[src/rtl/bus_probe_pkg.sv]
// Shared definitions for the bus probe: FSM encodings, monitor control/status
// bit positions and the snapshot frame layout.
package bus_probe_pkg;

  // Bus-cycle tracking states
  typedef enum logic [2:0] {
    ST_IDLE = 3'd0,
    ST_WAIT = 3'd1,
    ST_HOLD = 3'd2,
    ST_ACK  = 3'd3,
    ST_BERR = 3'd4
  } probe_state_t;

  // INPUT_SIGNAL bit positions (shared with the SPI monitor)
  localparam int IN_HALT_EN = 0;
  localparam int IN_STEP    = 1;
  localparam int IN_RSVD    = 2;
  localparam int IN_CPU_RST = 3;

  // OUTPUT_SIGNAL bit positions
  localparam int OUT_RW   = 0;
  localparam int OUT_UDS  = 1;
  localparam int OUT_LDS  = 2;
  localparam int OUT_HELD = 3;

  // Wait-state counter width (covers WAIT_LIMIT up to 255)
  localparam int CNT_W = 8;

  // Snapshot frame handed to the monitor
  typedef struct packed {
    logic [23:0] addr;
    logic [15:0] data;
    logic        lds;
    logic        uds;
    logic        rw;
  } snap_t;

endpackage

[src/rtl/bus_probe_signal_sync.sv]
// N-bit two-flop synchronizer for the monitor control lines.
module signal_sync #(
  parameter int N = 4
) (
  input  logic         clk,
  input  logic         rst,
  input  logic [N-1:0] d,
  output logic [N-1:0] q
);

  logic [N-1:0] meta;

  // Two-stage capture of the asynchronous inputs
  always_ff @(posedge clk or posedge rst) begin
    if (rst) begin
      meta <= '0;
      q    <= '0;
    end else begin
      meta <= d;
      q    <= meta;
    end
  end

endmodule

[src/rtl/bus_probe.sv]
// 68000 bus probe: snapshots each bus cycle for the SPI monitor, can hold the
// CPU in a cycle (halt / single-step) and generates DTACK_N / BERR_N.
module bus_probe
  import bus_probe_pkg::*;
#(
  parameter int WAIT_LIMIT = 255
) (
  input  logic        CLK_IN,
  input  logic        RESET_IN,
  input  logic        AS_N_IN,
  input  logic        UDS_N_IN,
  input  logic        LDS_N_IN,
  input  logic        RW_IN,
  input  logic [23:0] ADDR_IN,
  input  logic [15:0] DATA_IN,
  input  logic        DTACK_N_IN,
  input  logic [3:0]  INPUT_SIGNAL_IN,
  output logic [23:0] ADDR,
  output logic [15:0] DATA,
  output logic [3:0]  OUTPUT_SIGNAL,
  output logic        DTACK_N,
  output logic        BERR_N,
  output logic        CPU_RESET
);

  localparam logic [CNT_W-1:0] LIMIT = CNT_W'(WAIT_LIMIT);

  probe_state_t     state, state_nxt;
  logic [3:0]       ctl_sync;
  logic             step_prev;
  logic             halt_en, step_pulse;
  logic [CNT_W-1:0] wait_cnt, wait_cnt_d;
  snap_t            snap;
  logic             held_q, held_d;
  logic             dtack_n_d, berr_n_d;
  logic             latch_req, latch_data;
  logic             unused_rsvd;

  signal_sync #(.N(4)) u_sync (
    .clk (CLK_IN),
    .rst (RESET_IN),
    .d   (INPUT_SIGNAL_IN),
    .q   (ctl_sync)
  );

  assign halt_en     = ctl_sync[IN_HALT_EN];
  assign step_pulse  = ctl_sync[IN_STEP] & ~step_prev;
  assign unused_rsvd = ctl_sync[IN_RSVD];

  // State register
  always_ff @(posedge CLK_IN or posedge RESET_IN) begin
    if (RESET_IN) state <= ST_IDLE;
    else          state <= state_nxt;
  end

  // Next state; an aborted cycle (AS_N high) always wins, then DTACK beats the timeout
  always_comb begin
    state_nxt = state;
    case (state)
      ST_IDLE: if (!AS_N_IN) state_nxt = ST_WAIT;
      ST_WAIT: begin
        if (AS_N_IN)               state_nxt = ST_IDLE;
        else if (!DTACK_N_IN)      state_nxt = halt_en ? ST_HOLD : ST_ACK;
        else if (wait_cnt == LIMIT) state_nxt = ST_BERR;
      end
      ST_HOLD: begin
        if (AS_N_IN)                      state_nxt = ST_IDLE;
        else if (step_pulse || !halt_en)  state_nxt = ST_ACK;
      end
      ST_ACK:  if (AS_N_IN) state_nxt = ST_IDLE;
      ST_BERR: if (AS_N_IN) state_nxt = ST_IDLE;
      default: state_nxt = ST_IDLE;
    endcase
  end

  // Next values of registered outputs, snapshot enables and wait counter
  always_comb begin
    dtack_n_d  = (state_nxt != ST_ACK);
    berr_n_d   = (state_nxt != ST_BERR);
    held_d     = held_q;
    if (state_nxt == ST_HOLD)      held_d = 1'b1;
    else if (state_nxt == ST_IDLE) held_d = 1'b0;
    latch_req  = (state == ST_IDLE) && !AS_N_IN;
    latch_data = (state == ST_WAIT) && !AS_N_IN && !DTACK_N_IN;
    wait_cnt_d = wait_cnt;
    if (latch_req)
      wait_cnt_d = '0;
    else if ((state == ST_WAIT) && DTACK_N_IN && (wait_cnt != '1))
      wait_cnt_d = wait_cnt + CNT_W'(1);
  end

  // Output, snapshot and bookkeeping registers
  always_ff @(posedge CLK_IN or posedge RESET_IN) begin
    if (RESET_IN) begin
      snap      <= '0;
      held_q    <= 1'b0;
      DTACK_N   <= 1'b1;
      BERR_N    <= 1'b1;
      CPU_RESET <= 1'b0;
      wait_cnt  <= '0;
      step_prev <= 1'b0;
    end else begin
      if (latch_req) begin
        snap.addr <= ADDR_IN;
        snap.rw   <= RW_IN;
        snap.uds  <= ~UDS_N_IN;
        snap.lds  <= ~LDS_N_IN;
      end
      if (latch_data) snap.data <= DATA_IN;
      held_q    <= held_d;
      DTACK_N   <= dtack_n_d;
      BERR_N    <= berr_n_d;
      CPU_RESET <= ctl_sync[IN_CPU_RST];
      wait_cnt  <= wait_cnt_d;
      step_prev <= ctl_sync[IN_STEP];
    end
  end

  // Frame presented to the monitor
  always_comb begin
    ADDR                    = snap.addr;
    DATA                    = snap.data;
    OUTPUT_SIGNAL           = '0;
    OUTPUT_SIGNAL[OUT_RW]   = snap.rw;
    OUTPUT_SIGNAL[OUT_UDS]  = snap.uds;
    OUTPUT_SIGNAL[OUT_LDS]  = snap.lds;
    OUTPUT_SIGNAL[OUT_HELD] = held_q;
  end

endmodule

[config.mk]
export PLATFORM = sky130hd
export DESIGN_NAME = bus_probe
export DESIGN_NICKNAME = d
export VERILOG_FILES = /design/src/rtl/bus_probe_pkg.sv /design/src/rtl/bus_probe_signal_sync.sv /design/src/rtl/bus_probe.sv
export SDC_FILE = /design/constraint.sdc
export NUM_CORES = 1
export LEC_CHECK = 0
export ABC_CLOCK_PERIOD_IN_PS = 1900
export CAP_MARGIN = 10
export CORE_MARGIN = 2
export CORE_UTILIZATION = 56
export DETAILED_ROUTE_END_ITERATION = 8
export DONT_BUFFER_PORTS = 1
export PLACE_DENSITY_LB_ADDON = 0.15
export SETUP_SLACK_MARGIN = 0.5
export SLEW_MARGIN = 5
export SYNTH_ARGS = -nofsm -noshare
export SYNTH_HDL_FRONTEND = slang
export SYNTH_SLANG_ARGS = --single-unit
[constraint.sdc]
create_clock -name CLK_IN -period 1.9 [get_ports CLK_IN]
set_input_delay 0.19 -clock CLK_IN [delete_from_list [all_inputs] [get_ports CLK_IN]]
set_output_delay 0.19 -clock CLK_IN [all_outputs]
set_load 0.03 [all_outputs]
==> impl_results.md, run 1 <==
* Skew final at 0.004552 ns
* Main combinational cell family by area after synthesis: simple AND/OR/NAND/NOR gates
* N_diodes at 0
* Max-cap check violation count at 0
* Maximum clock rate at ~700 MHz
* Mux share of post-synthesis cell area at 0.08999
* Post-synth net total at around 280
* I/O Buffers at 0
* Share of cells above drive strength 1 at 0.2388
* Slew HR at 0.5708
* H-tree depth at 3
* WL per Instance at between 15 and 20 um
* Status: finished clean
* Tcrit/Tclk final at 0.7528
* HP Class: in2reg
* Post-synth top area share at 0.6064
* Clock share of power at 0.245
* Design area at 3426 um^2
* Area growth syn-to-layout at 31.76%
* Synth area leaders: dfrtp_1 (61%), nand2_1 (12%), mux2_4 (5.2%)
* Clock Pin Slew Worst Setup and Hold Paths at roughly 0.07 ns
* Hold Fails Final Rpt at 0
* Synth area leader: dfrtp_1
* HP Start: DATA_IN[3]
* Initial DRC Count at ~90
* Synth Area in Simple Gates at 0.2002
* First-pass GRT wire length at a little over 9 mm
* Final Setup Violations at 0
* First-pass DRT Iterations at 4
* Int Power at about 2.5 mW
* GR Util All Layers at 0.2254
* Initial Util at 0.5890
* Routed wire length at around 5.5 mm
* Static Leak at between 1.5 and 2 nW
* Mapped Avg Cell Area at about 11 um^2
* Core Area at between 4000 and 5000 um^2
* Number of global-route vias before repair at around 2000
* Final ANT Viol Nets at 0
* Power density cells at 1184 nW/um^2
* #FFs+latches synth at 65
* Worst EP arrival at approximately 1.6 ns
* Post-Syn Instances at roughly 230
* Crit path time final at roughly 1.4 ns
* Logic pwr share at 0.147
* Maximum vdd drop at approximately 0.76 mV
* Initial antenna violation count at 0
* Max FO, Critical Path at 4
* Clock sink count at between 60 and 70
* Grt ovf at 0
* Synth warnings at 0
* Hpwl dp at 3.202 mm
* Drt via density at 5.434
* Reg power frac at 0.608
* Clock Latency Late Sink at roughly 0.32 ns
* Fin Setup TNS at 0 ns
* Register area share after synthesis at 0.6266
* # IOs at a little under 100
* Die H at ~72 um
* RSZ-0062 raised after global routing: true
* Critical path capture point type: flop
* Final number of max-transition violations at 0
* CTS tree: built
* RePlAce Congestion at ~0.71
* Crit path from: state[1]$_DFF_PP0_
* Worst path required time at around 2.1 ns
* Switch share at 0.3872
* DRC at 0
* Placed cell areas at 2684 um^2
* Placement Rows at 24
* Mapped cell area at approximately 2600 um^2
* Num CTS Buffers at 9
* Psw at between 1.5 and 2 mW
* # nets final at approximately 340
* Netlist cell types at 37
* Chip Width at about 70 um
* Largest net degree at the start of global routing at 37
* Xor and xnor area share after synthesis at 0.02021
* Slew @ Worst Pin at 0.6425 ns
* DIE AREA at ~5200 um^2
* Crit path kind: reg2reg
* Root buffer cell: clkbuf_8
* CP startpoint kind: flop
* Synth Area in Compound Gates at 0.03465
* Synth Area in Adders at 0.004812
* Clk buf depth at 2
* Vias post-DR at roughly 1900
* Critical R2R Launch: state[1]$_DFF_PP0_
[power by group through the flow]
stage,Combinational [mW],Sequential (mW),Clock (mW)
2_1_floorplan,0.415,2.40,0
3_3_place_gp,0.441,2.47,0
3_5_place_dp,0.478,2.47,0
4_1_cts,0.562,2.46,1.02
5_1_grt,0.673,2.51,1.08
6_report,0.597,2.47,0.993
[timing repair]
item	CTS	global route
setup endpoints to repair	21	46
endpoints found under the hold margin	71	0
setup buffers	3	5
hold buffers	43	0
pin swaps	4	7
gates resized for setup	8	11
[area by class of cell]
class                   count  area (um^2)
multi-input cells         150        982.2
clock buffers               9        123.9
well taps                  52        65.06
fillers                   278        988.4
repair buffers             55        556.8
clock inverters             7        46.29
inverters                   3        15.01
flip-flops and latches     65         1637
[placed cells by master (no fill, tap or decap), types with 2 or more instances in the layout]
master / count
o211ai_1: 2
dlygate4sd3_1: 43
clkinv_2: 3
o21ai_0: 2
buf_4: 7
dfrtp_1: 57
mux2_4: 9
clkbuf_8: 9
clkinvlp_4: 4
inv_1: 2
nor3_4: 2
dfrtp_2: 6
nor2_1: 9
dfstp_2: 2
buf_6: 3
mux2i_1: 2
nand2_1: 86
xor2_1: 6
mux2_2: 7
buf_12: 2
nand4_1: 2
[registers in the layout, indices dropped and copies added (netlist names)]
register / count
DATA: 16
u_sync.meta: 3
step_prev: 1
OUTPUT_SIGNAL: 3
u_sync.q: 3
DTACK_N: 1
CPU_RESET: 1
state: 3
BERR_N: 1
wait_cnt: 8
ADDR: 24
held_q: 1
[synthesized netlist by cell type]
cell type / count
ha_1: 1
and2_1: 1
nor2_1: 10
buf_2: 4
mux2_2: 7
o21ai_0: 3
and4bb_2: 1
o2111ai_1: 2
xor2_1: 6
and3_1: 1
dfrtp_1: 63
buf_4: 1
mux2i_1: 2
mux2_4: 9
nand3b_1: 1
nor4_2: 1
and3_2: 1
nor2b_1: 1
dfstp_2: 2
nand3b_2: 1
or2_2: 1
o211ai_1: 2
and4_2: 1
nor3_2: 2
a2111oi_2: 1
inv_1: 3
nor3b_1: 1
nand4_4: 1
nand3_1: 1
a211oi_1: 1
and2b_1: 1
a21o_1: 1
o22ai_2: 1
buf_6: 1
nand2_1: 86
clkbuf_1: 3
nand4_1: 2
[metrics by stage]
| step | power [mW] | utilization | instances | setup WS (ns) | hold WS [ns] |
|---|---|---|---|---|---|
| 5_1_grt | 4.262 | 0.7761 | 341 | 0.3942 | -0.001704 |
| 3_3_place_gp | 2.908 | 0.6080 | 274 | 0.4032 | 0.1574 |
| 2_1_floorplan | 2.815 | - | 227 | 0.4989 | 0.2214 |
| 4_1_cts | 4.036 | 0.7585 | 336 | 0.4394 | 0.0004707 |
| 6_report | 4.055 | 0.7761 | 341 | 0.4697 | 0.01563 |
| 3_5_place_dp | 2.948 | 0.6080 | 274 | 0.3563 | 0.1787 |
[worst max-delay path, cell delays in order (launching register included)]
cell and delay [ns]:
dfrtp_2 0.44, buf_4 0.16, nor2_1 0.17, and2b_1 0.22
a2111oi_2 0.33
[logic make-up after synthesis]
| kind of cell | after synthesis |
|---|---|
| AO/OA/AOI/OAI | 11 |
| XOR/XNOR | 6 |
| adder cells (fa/ha/maj) | 1 |
| buffers and inverters | 12 |
| flip-flops | 65 |
| multiplexers | 18 |
| AND/OR/NAND/NOR | 114 |
[final timing paths]
check                                        end  slack (ns)  cells after the start
max                           held_q$_DFFE_PP0P_        0.47                      4
max reg2reg                   held_q$_DFFE_PP0P_        0.47                      4
min in group asynchronous   ADDR[20]$_DFFE_PP0P_        0.42                      2
min reg2reg                u_sync.q[1]$_DFF_PP0_        0.35                      0
max in group asynchronous      DTACK_N$_DFF_PP1_        0.84                      3
min                          DATA[3]$_DFFE_PP0P_        0.02                      1
[layer usage]
metal	vias up	track usage	wire length, um
met5	-	0	0
met4	0	0.08176	25
met3	6	0.07222	432
met2	81	0.3782	2933
met1	910	0.2743	2092
li1	856	-	-
(Power assumes the default switching activity.)
==> run 2: changes to the inputs <==
--- a/config.mk
+++ b/config.mk
@@ -5,7 +5,8 @@
 export SDC_FILE = /design/constraint.sdc
 export NUM_CORES = 1
 export LEC_CHECK = 0
-export ABC_CLOCK_PERIOD_IN_PS = 1900
+export ABC_AREA = 1
+export ABC_CLOCK_PERIOD_IN_PS = 1300
 export CAP_MARGIN = 10
 export CORE_MARGIN = 2
 export CORE_UTILIZATION = 56
==> constraint.sdc (replaced) <==
create_clock -name CLK_IN -period 1.3 [get_ports CLK_IN]
set_input_delay 0.13 -clock CLK_IN [delete_from_list [all_inputs] [get_ports CLK_IN]]
set_output_delay 0.13 -clock CLK_IN [all_outputs]
set_load 0.03 [all_outputs]
==> run 2 against run 1 <==
Final cell count up 18%. Synthesized cell count up 14%. Clock skew up 0.0014 ns. Critical endpoint is now DATA[6]$_DFFE_PP0P_. Design area grew 15%. Largest power group unchanged. The run now ends with setup timing left. Global-route usage grew 1.5 points. Wire length is 22% higher.
==> impl_results.md, run 2 <==
* Status: finished with violations
* Failing checks: setup timing
* Dominant synthesized flop cell: dfrtp_1
* # nets final at 397 (+18%)
* Design area at 3943 um^2 (+15%)
* I/O Buffers at 0 (unchanged)
* Synth Area in Simple Gates at 0.2297 (+0.02949)
* Drt via density at 5.186 (-4.6%)
* Share of cells above drive strength 1 at 0.4327 (+0.1939)
* WP buf/inv at 2 (+1)
* Placed cell areas at 2841 um^2 (+5.9%)
* Top post-synthesis cells by count: nand2_1 (105), dfrtp_1 (63), inv_1 (11), mux2_4 (10), nand3_1 (10)
* DIE AREA at 5294 um^2 (+1.7%)
* Initial Util at 0.5719 (-0.01711)
* Vias post-DR at 2090 (+13%)
* Largest net degree at the start of global routing at 29 (-22%)
* Final worst setup slack at -0.1194 ns (-0.5891 ns)
* Power density cells at 2139 nW/um^2 (+81%)
* Mapped cell area at 2648 um^2 (+1.8%)
* Placement Rows at 25 (+4.2%)
* Die H at 72.76 um (+0.86%)
* Max FO, Critical Path at 5 (+1)
* Tcrit/Tclk final at 1.092 (+0.3391)
* Area growth syn-to-layout at 48.91%
* Count leader, synth: nand2_1
* EDFF count, synth at 0 (unchanged)
* DRC at 0 (unchanged)
* Final number of max-transition violations at 0 (unchanged)
* Final ANT Viol Nets at 0 (unchanged)
* Initial DRC Count at 80 (-10%)
* Static Leak at 1.870 nW (+13%)
* Synth area leaders: dfrtp_1 (60%), nand2_1 (15%), mux2_4 (5.7%)
* CP peak stage delay at 0.43 ns (about the same)
* Core Area at 4629 um^2 (+4.9%)
* Number of global-route vias before repair at 2132 (+8.0%)
* GR Util All Layers at 0.2400 (+0.01460)
* R2r setup slk at -0.12 ns (-0.59 ns)
* RSZ-0062 raised after global routing: true
* CP startpoint kind: flop
* Chip Width at 72.76 um (+0.86%)
* Maximum clock rate at 704.5 MHz (+0.76%)
* Gr busiest metal: met2
* HP Start: AS_N_IN
* Synth Area in Adders at 0.004726 (-0.00008642)
* Slew HR at 0.6392 (+0.06846)
* Register area share after synthesis at 0.6153 (-0.01125)
* Slew @ Worst Pin at 0.5406 ns (-0.1019 ns)
* Clock sink count at 65 (unchanged)
* Hold Path End: wait_cnt[1]$_DFFE_PP0P_
* Skew final at 0.005910 ns (+0.001359 ns)
* Root buffer cell: clkbuf_8
* Met3 Use GR at 0.06354 (-0.008686)
* GR Util met2 at 0.4030 (+0.02484)
* Slowest cell on the critical path: dfrtp_2
* Crit path kind: reg2reg
* Async S/R FF share, synth at 1.000 (unchanged)
* N_diodes at 0 (unchanged)
* Grt ovf at 0 (unchanged)
* Xor and xnor area share after synthesis at 0.003308 (-0.01690)
* Worst reg-to-reg path cell count at 6 (+2)
* Post-synth net total at 310 (+11%)
* Final Setup Violations at 25 (+25)
* Clk buf depth at 2 (unchanged)
* Mapped Avg Cell Area at 10.26 um^2 (-10%)
* Critical path capture point type: flop
* Critical R2R Launch: state[2]$_DFF_PP0_
* WL per Instance at 16.56 um (+3.0%)
* Synth area leader: dfrtp_1
* Crit Reg-Reg Endpoint: DATA[6]$_DFFE_PP0P_
* Num CTS Buffers at 9 (unchanged)
* First-pass DRT Iterations at 6 (+2)
* Crit path time final at 1.419 ns (-0.01085 ns)
* Initial antenna violation count at 0 (unchanged)
* Post-Syn Instances at 258 (+14%)
* Crit path max-delay family: flip-flops
* Hold Path Depth at 4 (+3)
* RePlAce Congestion at 0.7912 (+11%)
* Post-synth top area share at 0.5955 (-0.01089)
* #FFs+latches synth at 65 (unchanged)
* Worst EP arrival at 1.64 ns (about the same)
* Clock Latency Late Sink at 0.34 ns (+0.02 ns)
* # IOs at 98 (unchanged)
* Mux share of post-synthesis cell area at 0.08223 (-0.007760)
* Hpwl dp at 3.358 mm (+4.9%)
* First-pass GRT wire length at 9.542 mm (+5.4%)
* Most common cell after layout, fill and taps aside: nand2_1
* Clock Pin Slew Worst Setup and Hold Paths at 0.07 ns (about the same)
* Maximum vdd drop at 1.346 mV (+77%)
* Hold Fails Final Rpt at 0 (unchanged)
* Hold slack at 0.1128 ns (+0.09714 ns)
* Cells along the critical path: inv_2, nand2_4, nor2_4, buf_12, nand2_8, mux2_4
* Max reg flops at 24 (unchanged)
* H-tree depth at 3 (unchanged)
* Met1 usage at 0.2887 (+0.01446)
* Netlist cell types at 27 (-27%)
* Routed wire length at 6.674 mm (+22%)
* Most frequent cells in the layout: nand2_1 (101), dfrtp_2 (48), dlygate4sd3_1 (48)
* Worst path required time at 1.52 ns (-0.59 ns)
* Synth Area in Compound Gates at 0.02079 (-0.01385)
* Main combinational cell family by area after synthesis: simple AND/OR/NAND/NOR gates
* HP Class: in2reg
* Synth warnings at 0 (unchanged)
* Max-cap check violation count at 0 (unchanged)
* CTS tree: built
run 2: worst max-delay path by stage:
stage / start / endpoint / cells after the start
after floorplan: state[1]$_DFF_PP0_ / DATA[0]$_DFFE_PP0P_ / 6
after global placement: state[1]$_DFF_PP0_ / held_q$_DFFE_PP0P_ / 7
after detailed placement: state[1]$_DFF_PP0_ / held_q$_DFFE_PP0P_ / 7
after CTS: state[1]$_DFF_PP0_ / DATA[3]$_DFFE_PP0P_ / 5
after global routing: wait_cnt[0]$_DFFE_PP0P_ / held_q$_DFFE_PP0P_ / 10
final: state[2]$_DFF_PP0_ / DATA[6]$_DFFE_PP0P_ / 6
run 2: worst min-delay path: stages:
cell and delay [ns]:
inv_2 0.04, nand3_4 0.10, nand3_1 0.08, nand2_1 0.06
run 2: metal layers:
metal	wire length, um	vias up
met1	2511	1014
met3	355	15
met4	161	0
met5	0	-
li1	-	990
met2	3646	71
run 2: cell families (layout without fill, tap and decap cells):
| logic type | after synthesis | in the layout |
|---|---|---|
| and+or+nand+nor | 140 | 142 |
| DFF | 65 | 65 |
| buffers and inverters | 24 | 113 |
| muxes | 16 | 16 |
| AOI/OAI and AO/OA | 11 | 11 |
| adders and majority gates | 1 | 1 |
| xor gates and xnor gates | 1 | 1 |
run 2: repair_timing:
item	4_1_cts	5_1_grt
gates cloned	0	2
hold endpoints to repair	84	61
resized for setup	51	32
pin swaps	3	10
hold buffers	47	1
setup buffers	3	15
endpoints found under the setup margin	104	106
run 2: layout make-up:
cell class	instances	area, um^2
inverter	16	66.31
clock buffer	13	168.9
clock inverter	2	60.06
multi-input combinational	171	1079
timing repair buffer	82	812.0
sequential	65	1689
fill	233	686.9
tap	54	67.56
run 2: power by group:
group | internal (mW) | total, mW | switching [mW]
Combinational | 0.915 | 1.78 | 0.864
Clock | 1.23 | 1.97 | 0.739
Sequential | 2.86 | 4.69 | 1.83
run 2: through the flow:
| step | std cells | total power, mW | TNS (ns) | setup slack [ns] | util |
|---|---|---|---|---|---|
| after floorplan | 258 | 5.459 | 0 | 0.02080 | - |
| after global placement | 320 | 5.807 | -0.03587 | -0.01632 | 0.6138 |
| after detailed placement | 320 | 5.862 | -0.5589 | -0.05286 | 0.6138 |
| after CTS | 385 | 8.118 | -0.2222 | -0.02858 | 0.7946 |
| after global routing | 403 | 8.805 | -4.023 | -0.1782 | 0.8516 |
| final | 403 | 8.432 | -2.014 | -0.1194 | 0.8516 |
==> run 3: changes to the inputs <==
--- a/config.mk
+++ b/config.mk
@@ -13,7 +13,7 @@
 export DETAILED_ROUTE_END_ITERATION = 8
 export DONT_BUFFER_PORTS = 1
 export PLACE_DENSITY_LB_ADDON = 0.15
-export SETUP_SLACK_MARGIN = 0.5
+export SETUP_SLACK_MARGIN = 0.15
 export SLEW_MARGIN = 5
 export SYNTH_ARGS = -nofsm -noshare
 export SYNTH_HDL_FRONTEND = slang
==> run 3 against run 2 <==
The run still ends with setup timing left. Combinational power increased by 8%. Die area unchanged. Design area is 2.8% lower. Critical path depth rose by 1. Global-route usage grew 2.7 points. Final cell count decreased by 0.74%. Critical path type unchanged.
==> impl_results.md, run 3 (synthesized netlist as in run 2, its figures left out) <==
* Worst reg-to-reg path cell count at 7 (+1)
* Most frequent cells in the layout: nand2_1 (102), dfrtp_1 (63), dlygate4sd3_1 (47)
* Power density cells at 2155 nW/um^2 (+0.75%)
* Status: finished with violations
* Slew HR at 0.6728 (+0.03359)
* Max FO, Critical Path at 8 (+3)
* H-tree depth at 3 (unchanged)
* Logic pwr share at 0.233 (+0.022)
* Final ANT Viol Nets at 0 (unchanged)
* Largest net degree at the start of global routing at 52 (+79%)
* Maximum clock rate at 685.4 MHz (-2.7%)
* WP buf/inv at 3 (+1)
* Worst EP arrival at 1.68 ns (+0.04 ns)
* RSZ-0062 raised after global routing: true
* Hold Fails Final Rpt at 0 (unchanged)
* Die H at 72.76 um (unchanged)
* Area growth syn-to-layout at 44.80%
* Fillers at 255 (+9.4%)
* Final number of max-transition violations at 0 (unchanged)
* Grt ovf at 0 (unchanged)
* Initial DRC Count at 138 (+73%)
* Clock Latency Late Sink at 0.34 ns (about the same)
* Initial Util at 0.5719 (unchanged)
* HP Class: in2reg
* Initial antenna violation count at 0 (unchanged)
* Crit path kind: reg2reg
* Cells along the critical path: inv_2, nand2_4, nor2_4, buf_6, buf_12, nand2_8, mux2_4
* Switch share at 0.4252 (+0.01811)
* Crit path time final at 1.459 ns (+0.03952 ns)
* Drt via density at 5.388 (+3.9%)
* Final worst setup slack at -0.1590 ns (-0.03952 ns)
* Share of cells above drive strength 1 at 0.2861 (-0.1465)
* Number of global-route vias before repair at 2151 (+0.89%)
* Reg power frac at 0.551 (-0.005)
* Skew final at 0.004826 ns (-0.001084 ns)
* First-pass GRT wire length at 10.35 mm (+8.5%)
* Root buffer cell: clkbuf_8
* Psw at 3.512 mW (+2.3%)
* Chip Width at 72.76 um (unchanged)
* Placement Rows at 25 (unchanged)
* I/O Buffers at 0 (unchanged)
* Hpwl dp at 3.336 mm (-0.66%)
* CTS tree: built
* Clk buf depth at 2 (unchanged)
* Critical path capture point type: flop
* DIE AREA at 5294 um^2 (unchanged)
* Core Area at 4629 um^2 (unchanged)
* Num CTS Buffers at 9 (unchanged)
* Crit path max-delay family: flip-flops
* Clock share of power at 0.216 (-0.017)
* DRC at 0 (unchanged)
* Most common cell after layout, fill and taps aside: nand2_1
* Static Leak at 1.909 nW (+2.1%)
* Final Setup Violations at 34 (+36%)
* Routed wire length at 7.289 mm (+9.2%)
* Clock Pin Slew Worst Setup and Hold Paths at 0.07 ns (about the same)
* CP startpoint kind: flop
* # nets final at 396 (-0.25%)
* Placed cells at 325 (+1.6%)
* WP depth at 7 (+1)
* RePlAce Congestion at 0.7826 (-1.1%)
* Slew @ Worst Pin at 0.4902 ns (-0.05033 ns)
* Maximum vdd drop at 1.252 mV (-6.9%)
* Failing checks: setup timing
* Int Power at 4.748 mW (-5.0%)
* Tcrit/Tclk final at 1.122 (+0.03040)
* Slowest cell on the critical path: dfrtp_1
* Worst path required time at 1.52 ns (about the same)
* First-pass DRT Iterations at 4 (-2)
* N_diodes at 0 (unchanged)
* Vias post-DR at 2155 (+3.1%)
* CP peak stage delay at 0.42 ns (about the same)
* # IOs at 98 (unchanged)
* Max-cap check violation count at 0 (unchanged)
* Max reg flops at 24 (unchanged)
* Post-Layout Cell Count at 400 (-0.74%)
* Dpl ws at -0.05909 ns (-0.006228 ns)
* Clock sink count at 65 (unchanged)
* WL per Instance at 18.22 um (+10%)
* GR Util All Layers at 0.2672 (+0.02722)
* Hold Path Depth at 3 (-1)
[run 3: layer usage]
layer / vias to the layer above / share of wire / global-route usage
li1: 983 / - / -
met1: 1054 / 0.38 / 0.3127
met2: 106 / 0.53 / 0.4535
met3: 12 / 0.071 / 0.1146
met4: 0 / 0.015 / 0.06996
met5: - / 0 / 0
[run 3: final timing paths]
check / slack [ns] / end / start
max: -0.16 / DATA[10]$_DFFE_PP0P_ / state[1]$_DFF_PP0_
min: 0.14 / state[1]$_DFF_PP0_ / AS_N_IN
max reg2reg: -0.16 / DATA[10]$_DFFE_PP0P_ / state[1]$_DFF_PP0_
min reg2reg: 0.35 / CPU_RESET$_DFF_PP0_ / u_sync.q[3]$_DFF_PP0_
max in group asynchronous: 0.42 / BERR_N$_DFF_PP1_ / RESET_IN
min in group asynchronous: 0.26 / ADDR[13]$_DFFE_PP0P_ / RESET_IN
[run 3: cell type report]
type                    count  area [um^2]  area share
repair buffers             80        774.5      0.2020
well taps                  54        67.56     0.01762
multi-input cells         172         1100      0.2869
flip-flops and latches     65         1629      0.4249
clock inverters             3        68.82     0.01795
inverters                  16        66.31     0.01730
clock buffers              10        127.6     0.03329
[run 3: repair_timing]
item                       4_1_cts  5_1_grt
hold endpoints to repair       109        0
gates cloned                     3        0
setup buffers                    4        8
resized for setup               20       16
setup endpoints to repair       57       57
pin swaps                        8       14
hold buffers                    47        0
[run 3: power by group through the flow]
stage | logic [mW] | registers (mW) | clock network (mW)
after floorplan | 1.10 | 4.37 | 0
after global placement | 1.32 | 4.52 | 0
after detailed placement | 1.37 | 4.51 | 0
after CTS | 1.65 | 4.51 | 1.81
after global routing | 2.11 | 4.63 | 1.91
final | 1.92 | 4.55 | 1.78
[run 3: metrics by stage]
stage                     setup TNS [ns]  area (um^2)  total power, mW    util  hold slack [ns]
after global placement           -0.3144         2861            5.840  0.6181        -0.006550
after detailed placement         -0.4731         2861            5.886  0.6181        -0.003143
after global routing              -5.770         3834            8.647  0.8281           0.1244
after CTS                        -0.4444         3690            7.969  0.7970           0.1031
final                             -2.751         3834            8.261  0.8281           0.1392
after floorplan                -0.008061         2676            5.468       -           0.1614
[run 3: worst register-to-register path: cells and delay by family, from the launching register on]
kind                   cells  cell delay [ns]
DFF                        1             0.42
buffers and inverters      3             0.32
and+or+nand+nor            3             0.28
muxes                      1             0.33
